==> config.mk <==
export PLATFORM = sky130hd
export DESIGN_NAME = regfile_alu_seq
export DESIGN_NICKNAME = d
export VERILOG_FILES = /design/src/rtl/regfile_alu_seq.sv
export SDC_FILE = /design/constraint.sdc
export NUM_CORES = 1
export LEC_CHECK = 0
export ABC_AREA = 1
export BUFFER_PORTS_ARGS = -buffer_cell sky130_fd_sc_hd__clkbuf_2
export CAP_MARGIN = 30
export CORE_ASPECT_RATIO = 0.9
export CORE_MARGIN = 3
export CORE_UTILIZATION = 40
export DETAILED_ROUTE_END_ITERATION = 16
export PLACE_DENSITY_LB_ADDON = 0.15
export SYNTH_ARGS = -nofsm -noshare
export SYNTH_HDL_FRONTEND = slang
export SYNTH_SLANG_ARGS = --single-unit
==> constraint.sdc <==
create_clock -name clock -period 6.5 [get_ports clock]
set_input_delay 0.325 -clock clock [delete_from_list [all_inputs] [get_ports clock]]
set_output_delay 0.325 -clock clock [all_outputs]
set_load 0.02 [all_outputs]
==> src/rtl/regfile_alu_seq.sv <==
// rtl/regfile_alu_seq.sv - host-loaded register file feeding a sequenced ALU with shift-add multiply
// Operands are latched at start; the result register, flags and write-back update together on EXEC->DONE.
module regfile_alu_seq #(
  parameter int DATA_W = 4,
  parameter int ADDR_W = 4
) (
  input  logic                clock,
  input  logic                reset,
  input  logic                we,
  input  logic [ADDR_W-1:0]   addr,
  input  logic [DATA_W-1:0]   data,
  input  logic [ADDR_W-1:0]   addrop1,
  input  logic [ADDR_W-1:0]   addrop2,
  input  logic [2:0]          opcode,
  input  logic                start,
  input  logic                wb_en,
  input  logic [ADDR_W-1:0]   wb_addr,
  input  logic                sel,
  output logic [2*DATA_W-1:0] out,
  output logic                busy,
  output logic                done,
  output logic                zero,
  output logic                carry
);

  localparam int DEPTH = 2 ** ADDR_W;
  localparam int RES_W = 2 * DATA_W;
  localparam int CNT_W = (DATA_W > 1) ? $clog2(DATA_W) : 1;

  localparam logic [2:0] OP_ADD  = 3'd0;
  localparam logic [2:0] OP_SUB  = 3'd1;
  localparam logic [2:0] OP_AND  = 3'd2;
  localparam logic [2:0] OP_OR   = 3'd3;
  localparam logic [2:0] OP_XOR  = 3'd4;
  localparam logic [2:0] OP_MUL  = 3'd5;
  localparam logic [2:0] OP_MAXU = 3'd6;

  typedef enum logic [1:0] {IDLE, EXEC, DONE} state_t;

  state_t              state, next_state;
  logic [DATA_W-1:0]   rf [DEPTH];
  logic [DATA_W-1:0]   a_q, b_q;
  logic [2:0]          op_q;
  logic                wb_en_q;
  logic [ADDR_W-1:0]   wb_addr_q;
  logic [RES_W-1:0]    result_q;
  logic [RES_W-1:0]    acc;
  logic [CNT_W-1:0]    cnt;

  logic [RES_W-1:0]    alu_res;
  logic                alu_carry;
  logic                finish;
  logic [RES_W-1:0]    mul_sum;
  logic [DATA_W:0]     add_sum;
  logic [DATA_W-1:0]   sub_diff;

  always_ff @(posedge clock) begin
    if (reset) state <= IDLE;
    else       state <= next_state;
  end

  always_comb begin
    next_state = state;
    alu_res    = '0;
    alu_carry  = 1'b0;
    finish     = 1'b0;
    add_sum    = {1'b0, a_q} + {1'b0, b_q};
    sub_diff   = a_q - b_q;
    // One partial product per EXEC cycle; the last one lands straight in the result register.
    mul_sum    = acc + (b_q[cnt] ? (RES_W'(a_q) << cnt) : '0);
    case (state)
      IDLE: if (start) next_state = EXEC;
      EXEC: begin
        finish = 1'b1;
        case (op_q)
          OP_ADD:  begin alu_res = RES_W'(add_sum); alu_carry = add_sum[DATA_W]; end
          OP_SUB:  begin alu_res = RES_W'(sub_diff); alu_carry = (a_q < b_q); end
          OP_AND:  alu_res = RES_W'(a_q & b_q);
          OP_OR:   alu_res = RES_W'(a_q | b_q);
          OP_XOR:  alu_res = RES_W'(a_q ^ b_q);
          OP_MUL:  begin alu_res = mul_sum; finish = (cnt == CNT_W'(DATA_W - 1)); end
          OP_MAXU: alu_res = RES_W'((a_q > b_q) ? a_q : b_q);
          default: alu_res = RES_W'(a_q);
        endcase
        if (finish) next_state = DONE;
      end
      DONE:    next_state = IDLE;
      default: next_state = IDLE;
    endcase
  end

  always_ff @(posedge clock) begin
    if (reset) begin
      for (int i = 0; i < DEPTH; i++) rf[i] <= '0;
      a_q       <= '0;
      b_q       <= '0;
      op_q      <= '0;
      wb_en_q   <= 1'b0;
      wb_addr_q <= '0;
      result_q  <= '0;
      zero      <= 1'b0;
      carry     <= 1'b0;
      acc       <= '0;
      cnt       <= '0;
    end else begin
      if (state == IDLE) begin
        if (we) rf[addr] <= data;
        if (start) begin
          a_q       <= rf[addrop1];
          b_q       <= rf[addrop2];
          op_q      <= opcode;
          wb_en_q   <= wb_en;
          wb_addr_q <= wb_addr;
          acc       <= '0;
          cnt       <= '0;
        end
      end
      if (state == EXEC) begin
        acc <= mul_sum;
        cnt <= cnt + 1'b1;
        if (finish) begin
          result_q <= alu_res;
          zero     <= (alu_res == '0);
          carry    <= alu_carry;
          if (wb_en_q) rf[wb_addr_q] <= alu_res[DATA_W-1:0];
        end
      end
    end
  end

  assign busy = (state != IDLE);
  assign done = (state == DONE);
  assign out  = sel ? RES_W'(rf[addr]) : result_q;

endmodule

# ---- Yosys cells after proc, flatten, opt, wreduce, memory -nomap -nowiden
# Memory sizes are Yosys's and may differ from the RTL's. A register that Yosys moved wholly into a read port is not among the register bits.
# Index checks and enable logic that the tools add are counted.
dict set report totals {
  reg_bits 30
  ram_bits 64
  inputBits 29
  output_inout_bits 12
  memories 1
}
dict set report classes {
  n_addsub 4
  order_cmp 3
  n_eq_ne 11
  shifts 1
  mux 37
  n_bitwise 3
  reduce_logical 12
}
# memory words word_bits rd rd_clocked_by_memory_dff wr line_no
set memory_table {}
lappend memory_table {rf 16 4 3 2 16 41} ;# logic [DATA_W-1:0] rf [DEPTH];
# cell count
set op_table {}
lappend op_table {{one-hot mux 8 bit (7 select lines)} 1}
lappend op_table {{2-to-1 mux 8 bit} 6}
lappend op_table {{2-to-1 mux 4 bit} 5}
lappend op_table {{2-to-1 mux 1 bit} 17}
lappend op_table {{2-to-1 mux 2 bit} 5}
lappend op_table {{== test 3 bit (second input constant)} 3}
lappend op_table {{adder 8 bit} 1}
lappend op_table {{logical NOT 8 bit} 1}
lappend op_table {{AND reduction 2 bit} 4}
lappend op_table {{OR reduction 4 bit} 2}
lappend op_table {{left shift 4 x 2 -> 8 bit} 1}
lappend op_table {{== test 3 x 2 -> 1 bit (second input constant)} 2}
lappend op_table {{nonzero test 2 bit} 3}
lappend op_table {{adder 4 x 4 -> 5 bit} 1}
lappend op_table {{AND 4 bit} 1}
lappend op_table {{== test 2 bit (second input constant)} 2}
lappend op_table {{> comparator 4 bit} 1}
lappend op_table {{< comparator 4 bit} 1}
lappend op_table {{inequality test 2 bit (second input constant)} 2}
lappend op_table {{bitwise OR 4 bit} 1}
lappend op_table {{one-hot mux 2 bit (2 select lines)} 1}
lappend op_table {{subtractor 4 bit} 1}
lappend op_table {{bitwise XOR 4 bit} 1}
lappend op_table {{== test 3 x 1 -> 1 bit (second input constant)} 1}
lappend op_table {{other kinds (7)} 7}

# ---- Logic depth before layout (Yosys ltp)
dict set report logic_depth {
  depth_word 10
  ltp_mapped 20
  ltp_nobuf 19
}

# ---- Worst setup path before layout
# No wires, ideal clock.
dict set report synth_timing {
  path_type {reg-to-reg}
  from {register b_q[1] (read register of rf)}
  to {memory rf[0][1] (data pin)}
  setup_ns 0.257
  arrival_ns 2.374
  t_required_ns 6.243
  path_slack_ns 3.869
  stages_incl_launch_ff 18
  period_less_slack_ns 2.631
  cell_sequence {dfxtp_1 > inv_1 > a21oi_1 > o21ai_0 > nor3_1 > ha_1 > fa_1 > inv_1 > nor2_1 > nor2_1 > nand2_1 > nor2_1 > nand2_1 > nand2_1 > nand2_1 > o21ai_2 > buf_2 > nor2_1}
}
# item line_no
set synth_rtl {}
lappend synth_rtl {{start: declaration} 42} ;# logic [DATA_W-1:0] a_q, b_q;
lappend synth_rtl {{end: declaration} 41}

==> metrics.md <==
| Metric | Value |
|---|---|
| Status | `finished, final reports clean` |
| Clk Latency, worst-skew pair | `370 ps` |
| Crit path required time | `6600 ps` |
| Ys async rst share | `0%` |
| Slew @ Worst Pin | `871 ps` |
| Total Wirelength | `22200 um` |
| Final Slew Violations | `0` |
| Arrival @ worst endpoint | `3150 ps` |
| Detailed Place HPWL | `16900 um` |
| CORE AREA | `17000 um^2` |
| Clock Skews | `15.7 ps` |
| Mapped Area | `7000 um^2` |
| Peak VDD IR | `0.000157 V` |
| Crit path max fanout | `17` |
| Die area | `19100 um^2` |
| Synth area leaders | `edfxtp_1 27%, dfxtp_1 11%, nand2_1 9.2%` |
| CTS Sinks | `102` |
| CTS buffer count | `9` |
| GPL Wtd Cong | `0.977` |
| Drt initial violations | `1023` |
| Slowest-stage cell, CP | `dfxtp_1` |
| Seq. cell area | `2680 um^2` |
| Internal | `0.00111 W` |
| # diodes | `0` |
| IO Pins | `41` |
| Place WS | `3480 ps` |
| Final Net Count | `1030` |
| Fillers | `1786` |
| Seq pwr share | `45.2%` |
| Clk buf depth | `2` |
| Synth-to-Final Area Change | `9.05%` |
| Startpoint Class | `flip-flop` |
| Initial Util | `41.2%` |
| Total negative setup slack | `0 ps` |
| Via count | `6675` |
| CP Class | `reg -> reg` |
| Cell family with most CP delay | `simple AND/OR/NAND/NOR gates` |
| PD cells | `219 nW/um^2` |
| Via density | `5.48` |
| Most common cell in the netlist | `nand2_1` |
| Post-route DRC | `0` |
| Syn nets | `1027` |
| I/O Buffers | `40` |
| Commonest cells post-synth | `172 x nand2_1, 125 x a21oi_1, 107 x o21ai_0` |
| RSZ-0062 raised after global routing | `no` |
| First-pass GRT wire length | `34700 um` |
| Max cap viols | `0` |
| Sequential area share after synthesis | `38.3%` |
| DIE HEIGHT | `131 um` |
| Unique masters post-synth | `38` |
| Bufs and invs on worst path | `3` |
| CP max stage delay | `600 ps` |
| H-Tree Depth | `3` |
| Worst min-delay path class | `in -> reg` |
| Total track usage | `23.2%` |
| CTS Root Cell | `clkbuf_16` |
| Setup-failing EPs final | `0` |
| Die width | `145 um` |
| Lkg Pwr | `3.28 nW` |
| GRT overflow | `0` |
| TritonCTS clock tree | `yes` |
| Switch Pwr | `0.000570 W` |
| Largest net degree at the start of global routing | `65` |
| CP Capture Type | `flip-flop` |
| Most used cell, CP | `nand2_1` |
| Avg WL per Cell | `18.2 um` |
| Post-CTS resize count | `0` |
| Period utilization | `46.9%` |
| Predominant post-synthesis flop cell | `edfxtp_1` |
| Post-synth top area share | `27.5%` |
| Post-CTS Hold Fix Bufs | `0` |
| Fraction of layout cells with a size suffix above 1 | `9.36%` |
| Multi-input gate area | `3650 um^2` |
| Comb pwr share | `21.3%` |
| Avg Cell Area, Syn | `7.18 um^2` |
| Final setup margin | `3450 ps` |
| Setup bufs post-CTS | `0` |
| Final period demand of the worst path | `3050 ps` |
| Max Clock Freq | `0.328 GHz` |
| Final core utilization | `44.9%` |
| Mapped Cells | `975` |
| Routed Antenna Nets | `0` |
| Cell taking the most area after synthesis | `edfxtp_1` |
| EDFF count, synth | `64` |
| Clock power share | `33.5%` |
| Yosys reg bits | `102` |
| CP cell instances | `a21oi_1, o21ai_0, nand2_1, o21ai_0, inv_1, ha_1, nand2_1, inv_1, nand2_1, nand2_1, nand2_1, nand3_1, nand2_1, nand3b_1, nand2_1, inv_2, nand2_2, a21oi_1` |
| Sw frac | `34.0%` |
| First-pass DRT Iterations | `5` |
| Slew margin rel. | `41.9%` |
| FP Rows | `45` |
| Endpoints failing hold | `0` |
| Initial antenna violation count | `0` |
| Yosys warning count | `0` |
| Reg clk slew, reported paths | `80 ps` |
| Vias in the first global route | `5878` |
area by class of cell:
cell class / instances / area share [%]
repair buffers: 45 / 3.44
flip-flops and latches: 102 / 35.1
inverters: 115 / 5.69
well taps: 235 / 3.85
clock buffers: 9 / 2.95
multi-input cells: 705 / 47.8
clock inverters: 7 / 1.10
per-layer routing:
metal / global-route usage [%] / part of all wire (%)
met2: 30.3 / 39
met5: 0 / 0
met4: 3.96 / 0.86
met3: 4.14 / 9.2
met1: 39.0 / 51
placed cells by master, fill, tap and decap left out, types with 3 or more instances in the layout:
cell type,n
nand2_2,7
o211ai_1,33
nor3_1,6
a31oi_1,4
nand3_1,85
nand4_1,8
dfxtp_1,38
nand2_1,172
fa_1,3
o21ai_2,4
edfxtp_1,64
o21ai_4,3
inv_1,106
nor2_1,104
nor2_4,3
buf_4,3
ha_1,20
clkbuf_16,9
inv_8,3
a21oi_1,125
nand3b_1,4
o221ai_1,5
nor3_2,3
inv_2,6
clkbuf_2,40
o21ai_0,107
per-stage QoR:
step / hold WS (ps) / cell area (um^2) / cells / power (W)
after floorplan: 445 / 7000 / 975 / 0.00101
after global placement: 458 / 7280 / 1200 / 0.00112
after detailed placement: 461 / 7300 / 1201 / 0.00112
after CTS: 223 / 7610 / 1217 / 0.00167
after global routing: 241 / 7630 / 1218 / 0.00175
final: 222 / 7630 / 1218 / 0.00168
worst reg2reg max path, stage by stage (launching register included):
cell      delay (ps)
dfxtp_1          600
a21oi_1          120
o21ai_0          150
nand2_1          140
o21ai_0          100
inv_1             60
ha_1             360
nand2_1           80
inv_1             70
nand2_1           60
nand2_1           80
nand2_1           70
nand3_1          100
nand2_1           50
nand3b_1         150
nand2_1          120
inv_2             50
nand2_2          300
a21oi_1          140
power by group through the flow:
stage | logic, W | clock network, W | registers [W]
3_3_place_gp | 0.000350 | 0 | 0.000770
2_1_floorplan | 0.000257 | 0 | 0.000755
4_1_cts | 0.000351 | 0.000568 | 0.000756
3_5_place_dp | 0.000350 | 0 | 0.000770
6_report | 0.000357 | 0.000562 | 0.000757
5_1_grt | 0.000402 | 0.000592 | 0.000761
state kept, by name, indices dropped and copies added, names as in the netlist:
name       flops
acc            8
op_q           3
zero           1
carry          1
cnt            2
a_q            4
rf            64
result_q       8
wb_en_q        1
b_q            4
wb_addr_q      4
state          2
worst paths after layout:
check / slack, ps / from / depth (start not counted) / end
max: 3450 / cnt[0] / 18 / rf[11][3]
min: 220 / wb_addr[2] / 3 / wb_addr_q[2]
max reg2reg: 3450 / cnt[0] / 18 / rf[11][3]
min reg2reg: 470 / result_q[3] / 2 / result_q[3]
kinds of logic (layout without fill, tap and decap cells):
kind of cell	Yosys count	count (layout)	share of synthesized area [%]
XOR/XNOR	2	2	0.250
AO/OA/AOI/OAI	284	284	22.6
flip-flops	102	102	38.3
adder cells (fa/ha/maj)	23	23	4.43
buffers and inverters	168	176	9.53
AND/OR/NAND/NOR	396	396	24.9
Power figures use the tool's default switching activity.
